### src/rtl/mem_arbiter.sv
// Single-port memory arbiter/sequencer shared by the IF and MEM pipeline stages.
// Define ARB_RR_EN to alternate grants on ties instead of fixed data priority.
module mem_arbiter #(
  parameter int ADDR_W  = 16,
  parameter int DATA_W  = 16,
  parameter int MEM_LAT = 2
) (
  input  logic              clk,
  input  logic              rst_n,
  input  logic              i_req,
  input  logic [ADDR_W-1:0] i_addr,
  input  logic              i_flush,
  output logic [DATA_W-1:0] i_rdata,
  output logic              i_ready,
  input  logic              d_re,
  input  logic              d_we,
  input  logic [ADDR_W-1:0] d_addr,
  input  logic [DATA_W-1:0] d_wdata,
  output logic [DATA_W-1:0] d_rdata,
  output logic              d_ready,
  output logic              m_en,
  output logic              m_we,
  output logic [ADDR_W-1:0] m_addr,
  output logic [DATA_W-1:0] m_wdata,
  input  logic [DATA_W-1:0] m_rdata,
  output logic              stall
);

  localparam int CNT_W = (MEM_LAT > 1) ? $clog2(MEM_LAT) : 1;
  localparam logic [CNT_W-1:0] CNT_LOAD = CNT_W'(MEM_LAT - 1);

  typedef enum logic [1:0] {S_IDLE, S_ISSUE, S_WAIT, S_RESP} state_e;
  typedef enum logic {OWN_I = 1'b0, OWN_D = 1'b1} owner_e;

  state_e            state_q, state_d;
  owner_e            owner_q, owner_d;
  logic [ADDR_W-1:0] addr_q, addr_d;
  logic              we_q, we_d;
  logic [DATA_W-1:0] wdata_q, wdata_d;
  logic [CNT_W-1:0]  cnt_q, cnt_d;
  logic              kill_q, kill_d;
  logic [DATA_W-1:0] irdata_q, irdata_d;
  logic [DATA_W-1:0] drdata_q, drdata_d;
  logic              d_req;
  logic              grant_data;
`ifdef ARB_RR_EN
  owner_e            last_grant_q, last_grant_d;
`endif

  assign d_req   = d_re | d_we;
  assign i_rdata = irdata_q;
  assign d_rdata = drdata_q;
  assign stall   = (i_req & ~i_ready) | (d_req & ~d_ready);

  always_ff @(posedge clk) begin
    if (!rst_n) begin
      state_q      <= S_IDLE;
      owner_q      <= OWN_I;
      addr_q       <= '0;
      we_q         <= 1'b0;
      wdata_q      <= '0;
      cnt_q        <= '0;
      kill_q       <= 1'b0;
      irdata_q     <= '0;
      drdata_q     <= '0;
`ifdef ARB_RR_EN
      last_grant_q <= OWN_I;
`endif
    end else begin
      state_q      <= state_d;
      owner_q      <= owner_d;
      addr_q       <= addr_d;
      we_q         <= we_d;
      wdata_q      <= wdata_d;
      cnt_q        <= cnt_d;
      kill_q       <= kill_d;
      irdata_q     <= irdata_d;
      drdata_q     <= drdata_d;
`ifdef ARB_RR_EN
      last_grant_q <= last_grant_d;
`endif
    end
  end

  always_comb begin
    state_d    = state_q;
    owner_d    = owner_q;
    addr_d     = addr_q;
    we_d       = we_q;
    wdata_d    = wdata_q;
    cnt_d      = cnt_q;
    kill_d     = kill_q;
    irdata_d   = irdata_q;
    drdata_d   = drdata_q;
    m_en       = 1'b0;
    m_we       = 1'b0;
    m_addr     = '0;
    m_wdata    = '0;
    i_ready    = 1'b0;
    d_ready    = 1'b0;
    grant_data = d_req;
`ifdef ARB_RR_EN
    last_grant_d = last_grant_q;
    if (d_req && i_req) grant_data = (last_grant_q == OWN_I);
`endif

    case (state_q)
      S_IDLE: begin
        if (d_req || i_req) begin
          owner_d = grant_data ? OWN_D : OWN_I;
          addr_d  = grant_data ? d_addr : i_addr;
          we_d    = grant_data & d_we;
          wdata_d = d_wdata;
          state_d = S_ISSUE;
`ifdef ARB_RR_EN
          last_grant_d = grant_data ? OWN_D : OWN_I;
`endif
        end
      end
      S_ISSUE: begin
        m_en    = 1'b1;
        m_we    = we_q;
        m_addr  = addr_q;
        m_wdata = wdata_q;
        if (i_flush && owner_q == OWN_I) kill_d = 1'b1;
        if (we_q) begin
          state_d = S_RESP;
        end else begin
          cnt_d   = CNT_LOAD;
          state_d = S_WAIT;
        end
      end
      S_WAIT: begin
        if (i_flush && owner_q == OWN_I) kill_d = 1'b1;
        // A killed fetch still captures its data; only the ready pulse is dropped.
        if (cnt_q == '0) begin
          if (owner_q == OWN_D) drdata_d = m_rdata;
          else                  irdata_d = m_rdata;
          state_d = S_RESP;
        end else begin
          cnt_d = cnt_q - CNT_W'(1);
        end
      end
      S_RESP: begin
        i_ready = (owner_q == OWN_I) && !kill_q && !i_flush;
        d_ready = (owner_q == OWN_D);
        kill_d  = 1'b0;
        state_d = S_IDLE;
      end
      default: state_d = S_IDLE;
    endcase
  end

endmodule

### config.mk
export PLATFORM = sky130hd
export DESIGN_NAME = mem_arbiter
export DESIGN_NICKNAME = d
export VERILOG_FILES = /design/src/rtl/mem_arbiter.sv
export SDC_FILE = /design/constraint.sdc
export NUM_CORES = 1
export LEC_CHECK = 0
export ABC_CLOCK_PERIOD_IN_PS = 1750
export CAP_MARGIN = 0
export CORE_MARGIN = 10
export CORE_UTILIZATION = 43
export CTS_BUF_LIST = sky130_fd_sc_hd__clkbuf_8
export DETAILED_ROUTE_END_ITERATION = 6
export PLACE_DENSITY_LB_ADDON = 0.25
export SETUP_SLACK_MARGIN = 0.5
export SLEW_MARGIN = 20
export SYNTH_ARGS = -nofsm -noshare
export SYNTH_HDL_FRONTEND = slang
export SYNTH_SLANG_ARGS = --single-unit
### constraint.sdc
create_clock -name clk -period 1.75 [get_ports clk]
set_input_delay 0.175 -clock clk [delete_from_list [all_inputs] [get_ports clk]]
set_output_delay 0.175 -clock clk [all_outputs]
set_load 0.05 [all_outputs]
==> results by group <==
Critical path
  • Critical path class: reg -> out
  • Crit path DAT: 1.56 ns
  • CP required: 1.57 ns
  • Crit. End Element: primary output
  • Delay-heaviest family, CP: flip-flops
  • Crit path largest cell delay: about 0.40 ns
  • CP max stage cell: dfxtp_4
  • CP Max Fanout: 16
  • CP Launch Type: flip-flop
  • Worst path bufs/invs: 3
  • R2r setup slk: 0.04 ns
  • Critical-path cell list: inv_4, ha_4, buf_16, and2_2, buf_12

Floorplanning
  • Rows: 30
  • Die width: 104 microns
  • Starting Density: roughly 45%
  • Die Area: 10900 sq um
  • Core area: around 6900 sq um
  • Height of the die: 104 microns
  • Ports: between 100 and 150

Synth
  • Post-Synth Adder-Cell Area: 2.45%
  • Area of the mapped netlist: 3060 sq um
  • Net count after synthesis: 458
  • Synth warnings: 0
  • #FFs+latches synth: 70
  • Syn Inst Count: 382
  • Avg Synthesized Cell Area: 8.02 sq um
  • Register area share after synthesis: around 46%
  • Largest family of logic cells by synthesized area: simple AND/OR/NAND/NOR gates
  • Xor and xnor area share after synthesis: 0%
  • Compound-Gate Fraction of Synth Area: 19.5%
  • Cell variety after synth: 30
  • Post-synthesis mux area share: 0%
  • Simple-gate portion of the synthesized area: 26.6%

Placed design
  • Post-DP HPWL: 7210 microns
  • Placer congestion estimate: between 0.7 and 0.8
  • Port bufs: 138
  • Worst slack, placed: approximately 0.020 ns

Clock network
  • Clk sinks: 70
  • Post-CTS Hold Fix Bufs: 0
  • Clk_lat worst skew: 0.36 ns
  • Max Root-Sink Buffers: 2
  • Htree depth: 3
  • Reg clk slew, reported paths: about 0.09 ns
  • Root buffer cell: clkbuf_8
  • CTS tree: built
  • TritonCTS Buffers: 9

Timing
  • Final Setup Violations: 0
  • Clock skew: between 0.01 and 0.015 ns
  • Slew headroom: 63.9%
  • Tcrit/Tclk final: between 90% and 100%
  • Final Worst Setup Slack: 0.0150 ns
  • RSZ-0062 raised after global routing: true
  • WHS: 0.375 ns
  • Fin. max-slew vios: 0
  • Period minus WS final: 1.74 ns
  • Slew @ Worst Pin: 0.541 ns
  • Setup_tns: 0 ns
  • Fmax: ~580 MHz
  • Endpoints failing hold: 0

Finish
  • N_diodes: 0
  • Post-Route Utilization: approximately nine tenths
  • Most common cell after layout, fill and taps aside: clkdlybuf4s50_1
  • Layout Nets: 623
  • Share of layout cells above drive strength 1: between 50% and 60%
  • Most frequent cells in the layout: clkdlybuf4s50_1 (69), dfxtp_1 (67), nand2_1 (66)
  • Syn-to-layout area delta: 104%

Global route
  • Initial antenna violation count: 0
  • Grt ovf: 0
  • Vias in the first global route: about 3.2k
  • GR Util All Layers: 19.4%
  • First-pass GRT wire length: around 17000 microns
  • Largest net degree at the start of global routing: between 60 and 70

Detailed routing
  • Via density: between 5 and 6
  • Routed wire length: ~16000 microns
  • Via Count: roughly 3.8k
  • Iteration count of the initial detailed-routing pass: 6
  • Antenna-violating nets left: 0
  • Drc violations: 0
  • Wirelength per Cell: 23.9 microns
  • 1st-iter DRT viols: 263

Power
  • Leakage: 2.59 nW
  • Pwr Density: ~1500 nW/um^2
  • VDD IR max: about 1 mV

Hold path
  • Hold Crit Class: in -> reg

Flow run
  • Max_cap viols: 0

Status
  • Status: completed
[through the flow]
step           instance area, sq um  instances  power [mW]
6_report                       6250        648        9.49
5_1_grt                        6250        648        9.76
4_1_cts                        5480        626        7.80
3_5_place_dp                   5040        602        5.66
3_3_place_gp                   5040        602        5.57
2_1_floorplan                  3180        382        4.28
[metal layers]
metal	up-vias	GRT usage [%]	share of wire, %	wire [microns]
li1	1619	-	-	-
met1	1833	20.6	37	5680
met2	238	35.4	51	7900
met3	64	5.27	7.2	1120
met4	0	7.06	5.2	806
met5	-	0	0	0
[area by class of cell]
| class | count | area, sq um |
|---|---|---|
| tap | 96 | 120 |
| sequential | 70 | 1410 |
| timing repair buffer | 181 | 2210 |
| clock inverter | 7 | 120 |
| inverter | 5 | 28.8 |
| multi-input combinational | 280 | 2230 |
| clock buffer | 9 | 124 |
| fill | 256 | 621 |
[worst reg2reg max path: stages, from the launching register on]
cell and delay (ns):
dfxtp_4 0.38, inv_4 0.07, buf_4 0.10, buf_6 0.10
ha_4 0.15, o31a_4 0.28, clkbuf_16 0.21, nor2_1 0.05
a311oi_1 0.27
[cells in the mapped netlist]
cell / number / area, sq um
nor3b_2: 1 / 12.5
clkbuf_1: 15 / 56.3
a311oi_2: 4 / 60.1
dfxtp_1: 70 / 1400
and2_1: 34 / 213
o311a_1: 1 / 10.0
a311oi_1: 14 / 123
o31a_1: 2 / 17.5
buf_6: 4 / 45.0
nor2_1: 19 / 71.3
nor2b_1: 1 / 6.26
inv_2: 1 / 3.75
o21ai_1: 1 / 5.00
nand2_1: 116 / 435
nor4b_2: 1 / 15.0
and3b_1: 2 / 17.5
o22ai_1: 1 / 6.26
nor2_4: 1 / 11.3
nand3b_1: 1 / 7.51
a21oi_1: 51 / 255
o21a_1: 2 / 15.0
or3b_1: 1 / 8.76
nor4b_1: 1 / 8.76
buf_4: 4 / 30.0
ha_1: 6 / 75.1
inv_1: 4 / 15.0
nor3b_1: 1 / 7.51
o21ai_0: 17 / 85.1
buf_2: 5 / 25.0
o31ai_4: 1 / 21.3
[final timing paths]
kind | endpoint | cells past startpoint | startpoint
worst max register to register | addr_q[6]$_SDFFE_PN0P_ | 8 | state_q[1]$_SDFFE_PN0P_
worst min register to register | d_rdata[6]$_SDFFE_PN0P_ | 2 | d_rdata[6]$_SDFFE_PN0P_
worst max-delay path | m_addr[2] | 5 | state_q[1]$_SDFFE_PN0P_
worst min-delay path | wdata_q[9]$_SDFFE_PN0P_ | 3 | d_wdata[9]
[report_power, final]
group	switching [mW]	total [mW]	internal, mW	leakage, nW
clock	0.723	1.68	0.955	0.120
combinational	2.89	5.48	2.58	1.90
sequential	0.369	2.33	1.96	0.575
total	3.99	9.49	5.50	2.59
[state kept, by name (all words and copies together) (netlist names)]
| name | count |
|---|---|
| wdata_q | 16 |
| i_rdata | 16 |
| owner_q | 1 |
| we_q | 1 |
| kill_q | 1 |
| d_rdata | 16 |
| state_q | 2 |
| addr_q | 16 |
| cnt_q | 1 |
[repair_timing]
action,in CTS,in global routing
pin swaps,8,84
setup endpoints to repair,138,130
cloned,3,11
setup buffers,5,11
gates resized for setup,144,214
[cells by family after synthesis]
family                     Yosys count
AOI/OAI and AO/OA                   94
and+or+nand+nor                    179
adders and majority gates            6
buffers and inverters               33
DFF                                 70
Power figures use the tool's default switching activity.
